**src/rtl/kernel_cu_sequencer_pkg.sv**
```systemverilog
`default_nettype none
// ============================================================================
// Module      : kernel_cu_sequencer_pkg
// Description : Shared kernel-control package: control-chain state enums and
//               compute-unit sequencer limits.
// Revision    : 1.0
// ============================================================================
package kernel_cu_sequencer_pkg;

    localparam int CU_SEQ_MAX_CUS = 16;

    typedef enum logic [2:0] {
        IDLE       = 3'd0,
        SETUP_WAIT = 3'd1,
        START      = 3'd2,
        BUSY       = 3'd3,
        DONE       = 3'd4,
        ERROR      = 3'd5
    } cu_sequencer_state;

endpackage
`default_nettype wire

```
**src/rtl/kernel_cu_sequencer_if.sv**
```systemverilog
`default_nettype none
// ============================================================================
// Module      : kernel_cu_sequencer_if
// Description : Descriptor, setup, start and completion signals between the
//               kernel control block, the CU sequencer and the CU array.
// Revision    : 1.0
// ============================================================================
interface kernel_cu_sequencer_if #(
    parameter int NUM_CUS = 4
);
    logic               descriptor_valid;
    logic [NUM_CUS-1:0] cu_setup_req;
    logic [NUM_CUS-1:0] cu_setup_ack;
    logic [NUM_CUS-1:0] cu_start;
    logic [NUM_CUS-1:0] cu_done;
    logic               setup_done;
    logic               kernel_done;
    logic [NUM_CUS-1:0] cu_done_mask;
    logic               timeout_error;

    // Control block / CU array side
    modport master (
        output descriptor_valid,
        output cu_setup_ack,
        output cu_done,
        input  cu_setup_req,
        input  cu_start,
        input  setup_done,
        input  kernel_done,
        input  cu_done_mask,
        input  timeout_error
    );

    // Sequencer side
    modport slave (
        input  descriptor_valid,
        input  cu_setup_ack,
        input  cu_done,
        output cu_setup_req,
        output cu_start,
        output setup_done,
        output kernel_done,
        output cu_done_mask,
        output timeout_error
    );
endinterface
`default_nettype wire

```
**src/rtl/kernel_cu_sequencer.sv**
```systemverilog
`default_nettype none
// ============================================================================
// Module      : kernel_cu_sequencer
// Description : Serial per-CU setup handshake, broadcast start and completion
//               collection for the compute units behind kernel control.
// Revision    : 1.0
// ============================================================================
module kernel_cu_sequencer
    import kernel_cu_sequencer_pkg::*;
#(
    parameter int NUM_CUS        = 4,
    parameter int TIMEOUT_CYCLES = 1024
) (
    input  logic                 ap_clk,
    input  logic                 areset,
    kernel_cu_sequencer_if.slave bus
);

    localparam int c_IDX_W = (NUM_CUS > 1) ? $clog2(NUM_CUS) : 1;
    localparam int c_TMO_W = (TIMEOUT_CYCLES > 0) ? $clog2(TIMEOUT_CYCLES + 1) : 1;

    localparam logic [c_IDX_W-1:0] c_IDX_LAST = c_IDX_W'(NUM_CUS - 1);
    localparam logic [c_TMO_W-1:0] c_TMO_LAST = c_TMO_W'(TIMEOUT_CYCLES - 1);
    localparam logic [c_TMO_W-1:0] c_TMO_MAX  = '1;
    localparam logic [NUM_CUS-1:0] c_ALL_CUS  = '1;

    cu_sequencer_state state_q, state_d;
    logic [c_IDX_W-1:0] idx_q, idx_d;
    logic [c_TMO_W-1:0] tmo_cnt_q, tmo_cnt_d;
    logic [NUM_CUS-1:0] mask_q, mask_d;
    logic [NUM_CUS-1:0] setup_req_q, setup_req_d;
    logic [NUM_CUS-1:0] start_q, start_d;
    logic               setup_done_q, setup_done_d;
    logic               kernel_done_q, kernel_done_d;
    logic               timeout_err_q, timeout_err_d;

    logic [NUM_CUS-1:0] w_ack_hit;
    logic               w_ack_sel;

    // Only the ack of the CU currently being configured is honoured
    for (genvar i = 0; i < NUM_CUS; i++) begin : g_ack_sel
        assign w_ack_hit[i] = bus.cu_setup_ack[i] && (idx_q == c_IDX_W'(i));
    end
    assign w_ack_sel = |w_ack_hit;

    always_ff @(posedge ap_clk or posedge areset) begin
        if (areset) begin
            state_q       <= IDLE;
            idx_q         <= '0;
            tmo_cnt_q     <= '0;
            mask_q        <= '0;
            setup_req_q   <= '0;
            start_q       <= '0;
            setup_done_q  <= 1'b0;
            kernel_done_q <= 1'b0;
            timeout_err_q <= 1'b0;
        end else begin
            state_q       <= state_d;
            idx_q         <= idx_d;
            tmo_cnt_q     <= tmo_cnt_d;
            mask_q        <= mask_d;
            setup_req_q   <= setup_req_d;
            start_q       <= start_d;
            setup_done_q  <= setup_done_d;
            kernel_done_q <= kernel_done_d;
            timeout_err_q <= timeout_err_d;
        end
    end

    always_comb begin
        state_d   = state_q;
        idx_d     = idx_q;
        tmo_cnt_d = tmo_cnt_q;
        mask_d    = mask_q;

        unique case (state_q)
            IDLE: begin
                idx_d     = '0;
                tmo_cnt_d = '0;
                mask_d    = '0;
                if (bus.descriptor_valid) begin
                    state_d = SETUP_WAIT;
                end
            end
            SETUP_WAIT: begin
                if (!bus.descriptor_valid) begin
                    state_d   = IDLE;
                    idx_d     = '0;
                    tmo_cnt_d = '0;
                    mask_d    = '0;
                end else if (w_ack_sel) begin
                    tmo_cnt_d = '0;
                    if (idx_q == c_IDX_LAST) begin
                        state_d = START;
                    end else begin
                        idx_d = idx_q + 1'b1;
                    end
                end else begin
                    if (tmo_cnt_q != c_TMO_MAX) begin
                        tmo_cnt_d = tmo_cnt_q + 1'b1;
                    end
                    // This cycle's increment is the one that reaches the limit
                    if ((TIMEOUT_CYCLES != 0) && (tmo_cnt_q == c_TMO_LAST)) begin
                        state_d = ERROR;
                    end
                end
            end
            START: begin
                if (!bus.descriptor_valid) begin
                    state_d = IDLE;
                    idx_d   = '0;
                    mask_d  = '0;
                end else begin
                    mask_d  = mask_q | bus.cu_done;
                    state_d = BUSY;
                end
            end
            BUSY: begin
                if (!bus.descriptor_valid) begin
                    state_d = IDLE;
                    idx_d   = '0;
                    mask_d  = '0;
                end else begin
                    mask_d = mask_q | bus.cu_done;
                    if (mask_d == c_ALL_CUS) begin
                        state_d = DONE;
                    end
                end
            end
            DONE: begin
                if (!bus.descriptor_valid) begin
                    state_d = IDLE;
                    mask_d  = '0;
                end
            end
            ERROR: begin
                idx_d     = '0;
                tmo_cnt_d = '0;
                mask_d    = '0;
            end
            default: begin
                state_d = IDLE;
            end
        endcase

        // Outputs are registered from the next state so they change with it
        for (int i = 0; i < NUM_CUS; i++) begin
            setup_req_d[i] = (state_d == SETUP_WAIT) && (idx_d == c_IDX_W'(i));
        end
        setup_done_d  = (state_d == START) || (state_d == BUSY);
        start_d       = setup_done_d ? c_ALL_CUS : '0;
        kernel_done_d = (state_d == DONE);
        timeout_err_d = timeout_err_q || (state_d == ERROR);
    end

    assign bus.cu_setup_req  = setup_req_q;
    assign bus.cu_start      = start_q;
    assign bus.setup_done    = setup_done_q;
    assign bus.kernel_done   = kernel_done_q;
    assign bus.cu_done_mask  = mask_q;
    assign bus.timeout_error = timeout_err_q;

endmodule
`default_nettype wire

```
**src/flat_wrapper.sv**
```systemverilog
// flat-port wrapper written by rule: the top's interface ports become plain ports
module kernel_cu_sequencer_flat import kernel_cu_sequencer_pkg::*;
#(
    parameter int NUM_CUS        = 4,
    parameter int TIMEOUT_CYCLES = 1024
)
  (ap_clk, areset, bus_descriptor_valid, bus_cu_setup_ack, bus_cu_done, bus_cu_setup_req, bus_cu_start, bus_setup_done, bus_kernel_done, bus_cu_done_mask, bus_timeout_error);
  kernel_cu_sequencer_if #(.NUM_CUS(NUM_CUS)) bus_i ();
  input  logic ap_clk;
  input  logic areset;
  input wire logic [$bits(bus_i.descriptor_valid)-1:0] bus_descriptor_valid;
  input wire logic [$bits(bus_i.cu_setup_ack)-1:0] bus_cu_setup_ack;
  input wire logic [$bits(bus_i.cu_done)-1:0] bus_cu_done;
  output wire logic [$bits(bus_i.cu_setup_req)-1:0] bus_cu_setup_req;
  output wire logic [$bits(bus_i.cu_start)-1:0] bus_cu_start;
  output wire logic [$bits(bus_i.setup_done)-1:0] bus_setup_done;
  output wire logic [$bits(bus_i.kernel_done)-1:0] bus_kernel_done;
  output wire logic [$bits(bus_i.cu_done_mask)-1:0] bus_cu_done_mask;
  output wire logic [$bits(bus_i.timeout_error)-1:0] bus_timeout_error;
  assign bus_i.descriptor_valid = bus_descriptor_valid;
  assign bus_i.cu_setup_ack = bus_cu_setup_ack;
  assign bus_i.cu_done = bus_cu_done;
  assign bus_cu_setup_req = bus_i.cu_setup_req;
  assign bus_cu_start = bus_i.cu_start;
  assign bus_setup_done = bus_i.setup_done;
  assign bus_kernel_done = bus_i.kernel_done;
  assign bus_cu_done_mask = bus_i.cu_done_mask;
  assign bus_timeout_error = bus_i.timeout_error;
  kernel_cu_sequencer #(.NUM_CUS(NUM_CUS), .TIMEOUT_CYCLES(TIMEOUT_CYCLES)) u_core (.ap_clk(ap_clk), .areset(areset), .bus(bus_i));
endmodule
```
**config.mk**
```make
export PLATFORM = sky130hd
export DESIGN_NAME = kernel_cu_sequencer_flat
export DESIGN_NICKNAME = d
export VERILOG_FILES = /design/src/rtl/kernel_cu_sequencer_pkg.sv /design/src/rtl/kernel_cu_sequencer_if.sv /design/src/rtl/kernel_cu_sequencer.sv /design/src/flat_wrapper.sv
export SDC_FILE = /design/constraint.sdc
export NUM_CORES = 1
export LEC_CHECK = 0
export CAP_MARGIN = 20
export CORE_UTILIZATION = 40
export DETAILED_ROUTE_END_ITERATION = 10
export DONT_BUFFER_PORTS = 1
export SLEW_MARGIN = 5
export SYNTH_ARGS = -nofsm -noshare
export SYNTH_HDL_FRONTEND = slang
export SYNTH_SLANG_ARGS = --single-unit
```
**constraint.sdc**
```tcl
create_clock -name ap_clk -period 2.42 [get_ports ap_clk]
set_input_delay 0.363 -clock ap_clk [delete_from_list [all_inputs] [get_ports ap_clk]]
set_output_delay 0.363 -clock ap_clk [all_outputs]
set_load 0.005 [all_outputs]
```
==> After elaboration in Yosys (flattened, before gate mapping) <==
Cells that the tools add are included.
{ "totals": {"ff_bits": 31, "latchBits": 0, "mem_bits_rw": 0, "mem_bits_ro": 0, "inputBits": 11, "memories": 0} }
{ "op_classes": {"addsub": 2, "mul": 0, "div": 0, "n_lt_le_gt_ge": 0, "n_eq_ne": 21, "shifts": 0, "n_mux": 23, "bitwise_logic": 1, "n_reduce_logical": 21} }
{ "op_table": {"columns": ["cell", "n"], "rows": [
  ["two-way mux 11 bit", 3],
  ["two-way mux 3 bit", 8],
  ["case mux 11 bit (2 select lines)", 1],
  ["case mux 3 bit (6 select lines)", 1],
  ["== test 3 x 2 -> 1 bit, second input constant", 4],
  ["== test 3 bit, second input constant", 4],
  ["two-way mux 4 bit", 3],
  ["case mux 4 bit (3 select lines)", 1],
  ["adder 11 x 1 -> 11 bit, second input constant", 1],
  ["== test 11 x 10 -> 1 bit, second input constant", 1],
  ["inequality test 11 bit, second input constant", 1],
  ["two-way mux 2 bit", 5],
  ["== test 2 bit, second input constant", 4],
  ["logical AND 1 bit", 8],
  ["== test 3 x 1 -> 1 bit, second input constant", 2],
  ["case mux 2 bit (3 select lines)", 1],
  ["OR reduction 2 bit", 3],
  ["== test 2 x 1 -> 1 bit, second input constant", 2],
  ["== test 4 bit, second input constant", 1],
  ["zero test 2 bit", 2],
  ["inequality test 4 x 2 -> 1 bit, second input constant", 1],
  ["OR 4 bit", 1],
  ["AND reduction 2 bit", 2],
  ["OR reduction 4 bit", 1],
  ["other kinds (6)", 7]
]} }

==> Longest topological paths before layout <==
{ "depth": {"ltp_word": 9, "mapped_depth": 7, "mapped_depth_nobuf": 6} }

==> Worst setup path before layout <==
No wires, ideal clock.
{ "synth_path": {"kind": "register -> register", "start": "reg u_core.idx_q[0]", "end": "reg u_core.setup_req_q[2], in the netlist u_core.bus.cu_setup_req[2]", "setup_time_ps": 118, "arrival_time_ps": 1814, "required_time_ps": 2302, "slack_ps": 489, "stages_incl_launch_ff": 6, "path_buffers": 0, "synth_period_minus_slack_ps": 1931, "path_cell_list": "dfrtp_1 -> mux4_2 -> or4_1 -> o31a_1 -> nand2b_1 -> nor2b_1"} }
{ "synth_between": {"elab_chain_cells": 8, "word_cells_on_any_way": 22, "classes_between": "add/sub: 1; eq/ne: 5; mux: 9; reduce/logical: 7"} }
{ "synth_rtl": {"columns": ["element", "line", "source"], "rows": [
  ["start: declaration", "kernel_cu_sequencer.sv:28", "logic [c_IDX_W-1:0] idx_q, idx_d;"],
  ["start signal: assignment", "kernel_cu_sequencer.sv:59", "idx_q <= idx_d;"],
  ["== test 2 x 1 -> 1 bit (tied with other cells)", "kernel_cu_sequencer.sv:42", "assign w_ack_hit[i] = bus.cu_setup_ack[i] && (idx_q == c_IDX_W'(i));"],
  ["logical AND 1 bit", "kernel_cu_sequencer.sv:42", null],
  ["OR reduction 4 bit", "kernel_cu_sequencer.sv:44", "assign w_ack_sel = |w_ack_hit;"],
  ["two-way mux 3 bit / two-way mux 2 bit (equally long branches)", "kernel_cu_sequencer.sv:91", "end else if (w_ack_sel) begin"],
  ["two-way mux 3 bit / two-way mux 2 bit (equally long branches)", "kernel_cu_sequencer.sv:86", "if (!bus.descriptor_valid) begin"],
  ["case mux 3 bit (6 select lines) / case mux 2 bit (3 select lines) (equally long branches)", "kernel_cu_sequencer.sv:76", "unique case (state_q)"],
  ["== test 3 x 1 -> 1 bit / == test 2 bit (equally long branches)", "kernel_cu_sequencer.sv:148", "setup_req_d[i] = (state_d == SETUP_WAIT) && (idx_d == c_IDX_W'(i));"],
  ["logical AND 1 bit *", "kernel_cu_sequencer.sv:148", null],
  ["via u_core.setup_req_d[2]", "kernel_cu_sequencer.sv:31", "logic [NUM_CUS-1:0] setup_req_q, setup_req_d;"],
  ["end signal: assignment", "kernel_cu_sequencer.sv:62", "setup_req_q <= setup_req_d;"],
  ["end: declaration", "kernel_cu_sequencer.sv:31", null]
]} }
Mark *: on every way through the listed nets, which the timed path passes. The rest lies on a longest branch.
A chain may end at the register's enable or synchronous reset.

==> Final worst setup path <==
{ "layout_path": {"start": "reg u_core.idx_q[0]", "end": "reg u_core.tmo_cnt_q[5]"} }
{ "layout_between": {"elab_chain_cells": 6, "word_cells_on_any_way": 14, "classes_between": "eq/ne: 4; mux: 3; reduce/logical: 7"} }
{ "layout_rtl": {"columns": ["element", "line", "source"], "rows": [
  ["== test 2 x 1 -> 1 bit (tied with other cells)", "kernel_cu_sequencer.sv:42", null],
  ["logical AND 1 bit", "kernel_cu_sequencer.sv:42", null],
  ["OR reduction 4 bit *", "kernel_cu_sequencer.sv:44", null],
  ["two-way mux 11 bit", "kernel_cu_sequencer.sv:91", null],
  ["two-way mux 11 bit", "kernel_cu_sequencer.sv:86", null],
  ["case mux 11 bit (2 select lines)", "kernel_cu_sequencer.sv:76", null],
  ["end signal: assignment", "kernel_cu_sequencer.sv:60", "tmo_cnt_q <= tmo_cnt_d;"],
  ["end: declaration", "kernel_cu_sequencer.sv:29", "logic [c_TMO_W-1:0] tmo_cnt_q, tmo_cnt_d;"]
]} }
Every way passes the cells marked *; elsewhere a longest branch is shown, timed or not.

==> results.sh <==
export IMPL_r2r_slack_ns=0.30
export IMPL_slowest_delay_ns=0.57
export IMPL_core_um2=3340
export IMPL_ir_worst_vdd_v=0.000282
export IMPL_m1WireLength_um=1260
export IMPL_worstSkewPairLatency_ns=0.33
export IMPL_hold_depth=1
export IMPL_finalPower_mw=0.725
export IMPL_drv_slew=0
export IMPL_clock_skew_final_ns=0.0123
export IMPL_clkSlewWorstSetupHoldPaths_ns=0.16
export IMPL_diodes=0
export IMPL_first_global_vias=1050
export IMPL_routed_wl_um=2670
export IMPL_antenna_found_initial=0
export IMPL_startpoint_type="register"
export IMPL_r2r_start="u_core.idx_q[0]"
export IMPL_grt_use_total_pct=17.1
export IMPL_io_buffers=0
export IMPL_seq_power_share_pct=64.5
export IMPL_crit_type="reg2reg"
export IMPL_pwr_share_clk_pct=28.1
export IMPL_dp_cells=181
export IMPL_cts_sinks=27
export IMPL_cp_slowest_cell="mux4_2"
export IMPL_syn2layout_area_growth_pct=5.83
export IMPL_hold_path_class="in2reg"
export IMPL_htree_levels=1
export IMPL_ys_async_sr_fraction_pct=100
export IMPL_utilization_pct=44.2
export IMPL_ys_ff_latch=27
export IMPL_cts_root_buffer="clkbuf_4"
export IMPL_cts_hold_buffers=1
export IMPL_instances_no_fill=186
export IMPL_first_iter_violations=32
export IMPL_crit_family="multiplexers"
export IMPL_p_int_mw=0.544
export IMPL_synthCells=139
export IMPL_synth_nets=151
export IMPL_crit_arrival_ns=2.36
export IMPL_post_cts_buffers=0
export IMPL_switching_share_pct=25.0
export IMPL_end_kind="register"
export IMPL_fin_crit_sh_pct=87.6
export IMPL_hold_path_startpoint="bus_cu_done[3]"
export IMPL_drive_above_1_share_pct=15.7
export IMPL_postRouteAntennaNets=0
export IMPL_first_pass_iters=4
export IMPL_cts_tree="built"
export IMPL_fp_dieH_um=61.0
export IMPL_post_cts_resize_count=0
export IMPL_worstHoldEndpoint="u_core.bus.cu_done_mask[3]"
export IMPL_finalWeightedCongestion=0.777
export IMPL_worstPathRequired_ns=2.66
export IMPL_final_common_cell="dfrtp_1"
export IMPL_synth_edf_count=0
export IMPL_overflow=0
export IMPL_fin_tns_setup_ns=0
export IMPL_cts_buffer_depth=2
export IMPL_hpwl_um=1990
export IMPL_p_leak_nw=0.639
export IMPL_status="completed"
export IMPL_synth_cell_types=40
export IMPL_highest_layer="met4"
export IMPL_grt_max_degree=28
export IMPL_rr_worst_depth=5
export IMPL_drv_cap=0
export IMPL_ios=26
export IMPL_pre_cts_slack_ns=0.336
export IMPL_cts_buffers=3
export IMPL_vias=1050
export IMPL_p_per_area_nw_per_um2=492
export IMPL_route_detailed_drc=0
export IMPL_final_hold_viol_count=0
export IMPL_fin_nets=153
export IMPL_ys_flop_type="dfrtp_1"
export IMPL_rsz0062_at_grt="no"
export IMPL_p_comb_share_pct=7.4
export IMPL_maxSlewHeadroom_pct=51.6
export IMPL_path_cells="mux4_2, a211o_1, or2_1, buf_4, o41ai_2"
export IMPL_worst_slew_pin_slew_ns=0.720
export IMPL_syn_cell_area_um2=1390
export IMPL_grt_pass1_wl_um=4720
export IMPL_fmaxAchievable_ghz=0.472
export IMPL_setup_viol=0
export IMPL_reg2reg_to="u_core.tmo_cnt_q[5]"
export IMPL_die_w_um=61.0
export IMPL_dr_wl_met3_um=100
export IMPL_route_detailed_wl_per_inst_um=14.4
export IMPL_p_sw_mw=0.182
export IMPL_via_per_inst=5.65
export IMPL_finalCriticalPeriod_ns=2.12
export IMPL_syn_avg_cell_area_um2=10.0
export IMPL_layout_common_cells="dfrtp_1 (27), nor2_1 (12), nand2_1 (10), o21ai_1 (9)"
export IMPL_start_util_pct=41.8
export IMPL_dieArea_um2=3720
export IMPL_routed_wl_met2_um=1280
export IMPL_path_max_fanout=5
export IMPL_crit_buf_inv=1
export IMPL_layout_setup_ws_ns=0.301
export IMPL_synth_seq_area_share_pct=48.5
export IMPL_cp_depth=5
export IMPL_yosysWarnings=0
export IMPL_row_count=21
## worst max-delay path by stage
stage | end | slack [ns] | startpoint
after floorplan | u_core.bus.cu_setup_req[2] | 0.49 | u_core.idx_q[0]
after global placement | u_core.tmo_cnt_q[6] | 0.40 | u_core.idx_q[0]
after detailed placement | u_core.tmo_cnt_q[5] | 0.34 | u_core.idx_q[0]
after CTS | u_core.tmo_cnt_q[5] | 0.28 | u_core.idx_q[0]
after global routing | u_core.tmo_cnt_q[7] | 0.20 | u_core.idx_q[0]
final | u_core.tmo_cnt_q[5] | 0.30 | u_core.idx_q[0]
## registers in the layout, indices dropped and copies added (netlist names)
| signal | cells |
|---|---|
| u_core.tmo_cnt_q | 11 |
| u_core.bus.cu_done_mask | 4 |
| u_core.idx_q | 2 |
| u_core.state_q | 3 |
| u_core.bus.cu_setup_req | 4 |
| u_core.bus.timeout_error | 1 |
| u_core.bus.cu_start | 1 |
| u_core.bus.kernel_done | 1 |
## through the flow
stage	cell area (µm²)	hold WS, ns
floorplan	1390	0.416
global placement	1440	0.336
detailed placement	1440	0.346
CTS	1480	0.134
global route	1480	0.137
finish	1480	0.154
## power by group through the flow
stage	logic (mW)	registers, mW	clock network (mW)
floorplan	0.0437	0.472	0
global placement	0.0522	0.476	0
detailed placement	0.0535	0.476	0
CTS	0.0549	0.468	0.218
global route	0.0621	0.470	0.229
finish	0.0536	0.468	0.204
## kinds of logic (layout without fill, tap and decap cells)
| logic type | after synthesis | count (layout) | share of synthesized area, % |
|---|---|---|---|
| XOR/XNOR | 1 | 1 | 0.628 |
| buffers and inverters | 17 | 18 | 6.01 |
| adder cells (fa/ha/maj) | 1 | 1 | 0.898 |
| multiplexers | 1 | 1 | 1.62 |
| AND/OR/NAND/NOR | 45 | 45 | 16.1 |
| AO/OA/AOI/OAI | 47 | 47 | 26.3 |
| flip-flops | 27 | 27 | 48.5 |
## final cells by class
class | count | area [µm²]
repair buffers | 6 | 47.5
clock inverters | 1 | 7.51
inverters | 8 | 30.0
multi-input cells | 95 | 634
fillers | 330 | 1860
clock buffers | 3 | 22.5
flip-flops and latches | 27 | 676
well taps | 46 | 57.6
## synthesized netlist by cell type (2+ instances only)
cell type | number | area [µm²]
dfrtp_1 | 27 | 676
nor2_1 | 12 | 45.0
nand2_1 | 10 | 37.5
o21ai_1 | 9 | 45.0
inv_1 | 5 | 18.8
nand3_1 | 5 | 25.0
nor2b_1 | 5 | 31.3
o21ai_0 | 5 | 25.0
a21oi_1 | 4 | 20.0
a22o_1 | 4 | 35.0
a31oi_1 | 4 | 25.0
buf_2 | 4 | 20.0
buf_4 | 4 | 30.0
o41ai_2 | 4 | 65.1
inv_2 | 3 | 11.3
nand2b_1 | 3 | 18.8
nand4_1 | 3 | 18.8
nor3_1 | 3 | 15.0
o211ai_1 | 2 | 15.0
o22a_1 | 2 | 17.5
o31ai_2 | 2 | 25.0
## routing by layer
metal / up-vias / GRT usage (%)
met5: - / 0
met4: 0 / 5.19
met3: 5 / 4.83
met2: 17 / 27.6
met1: 515 / 22.4
li1: 513 / -
(Power assumes the default switching activity.)
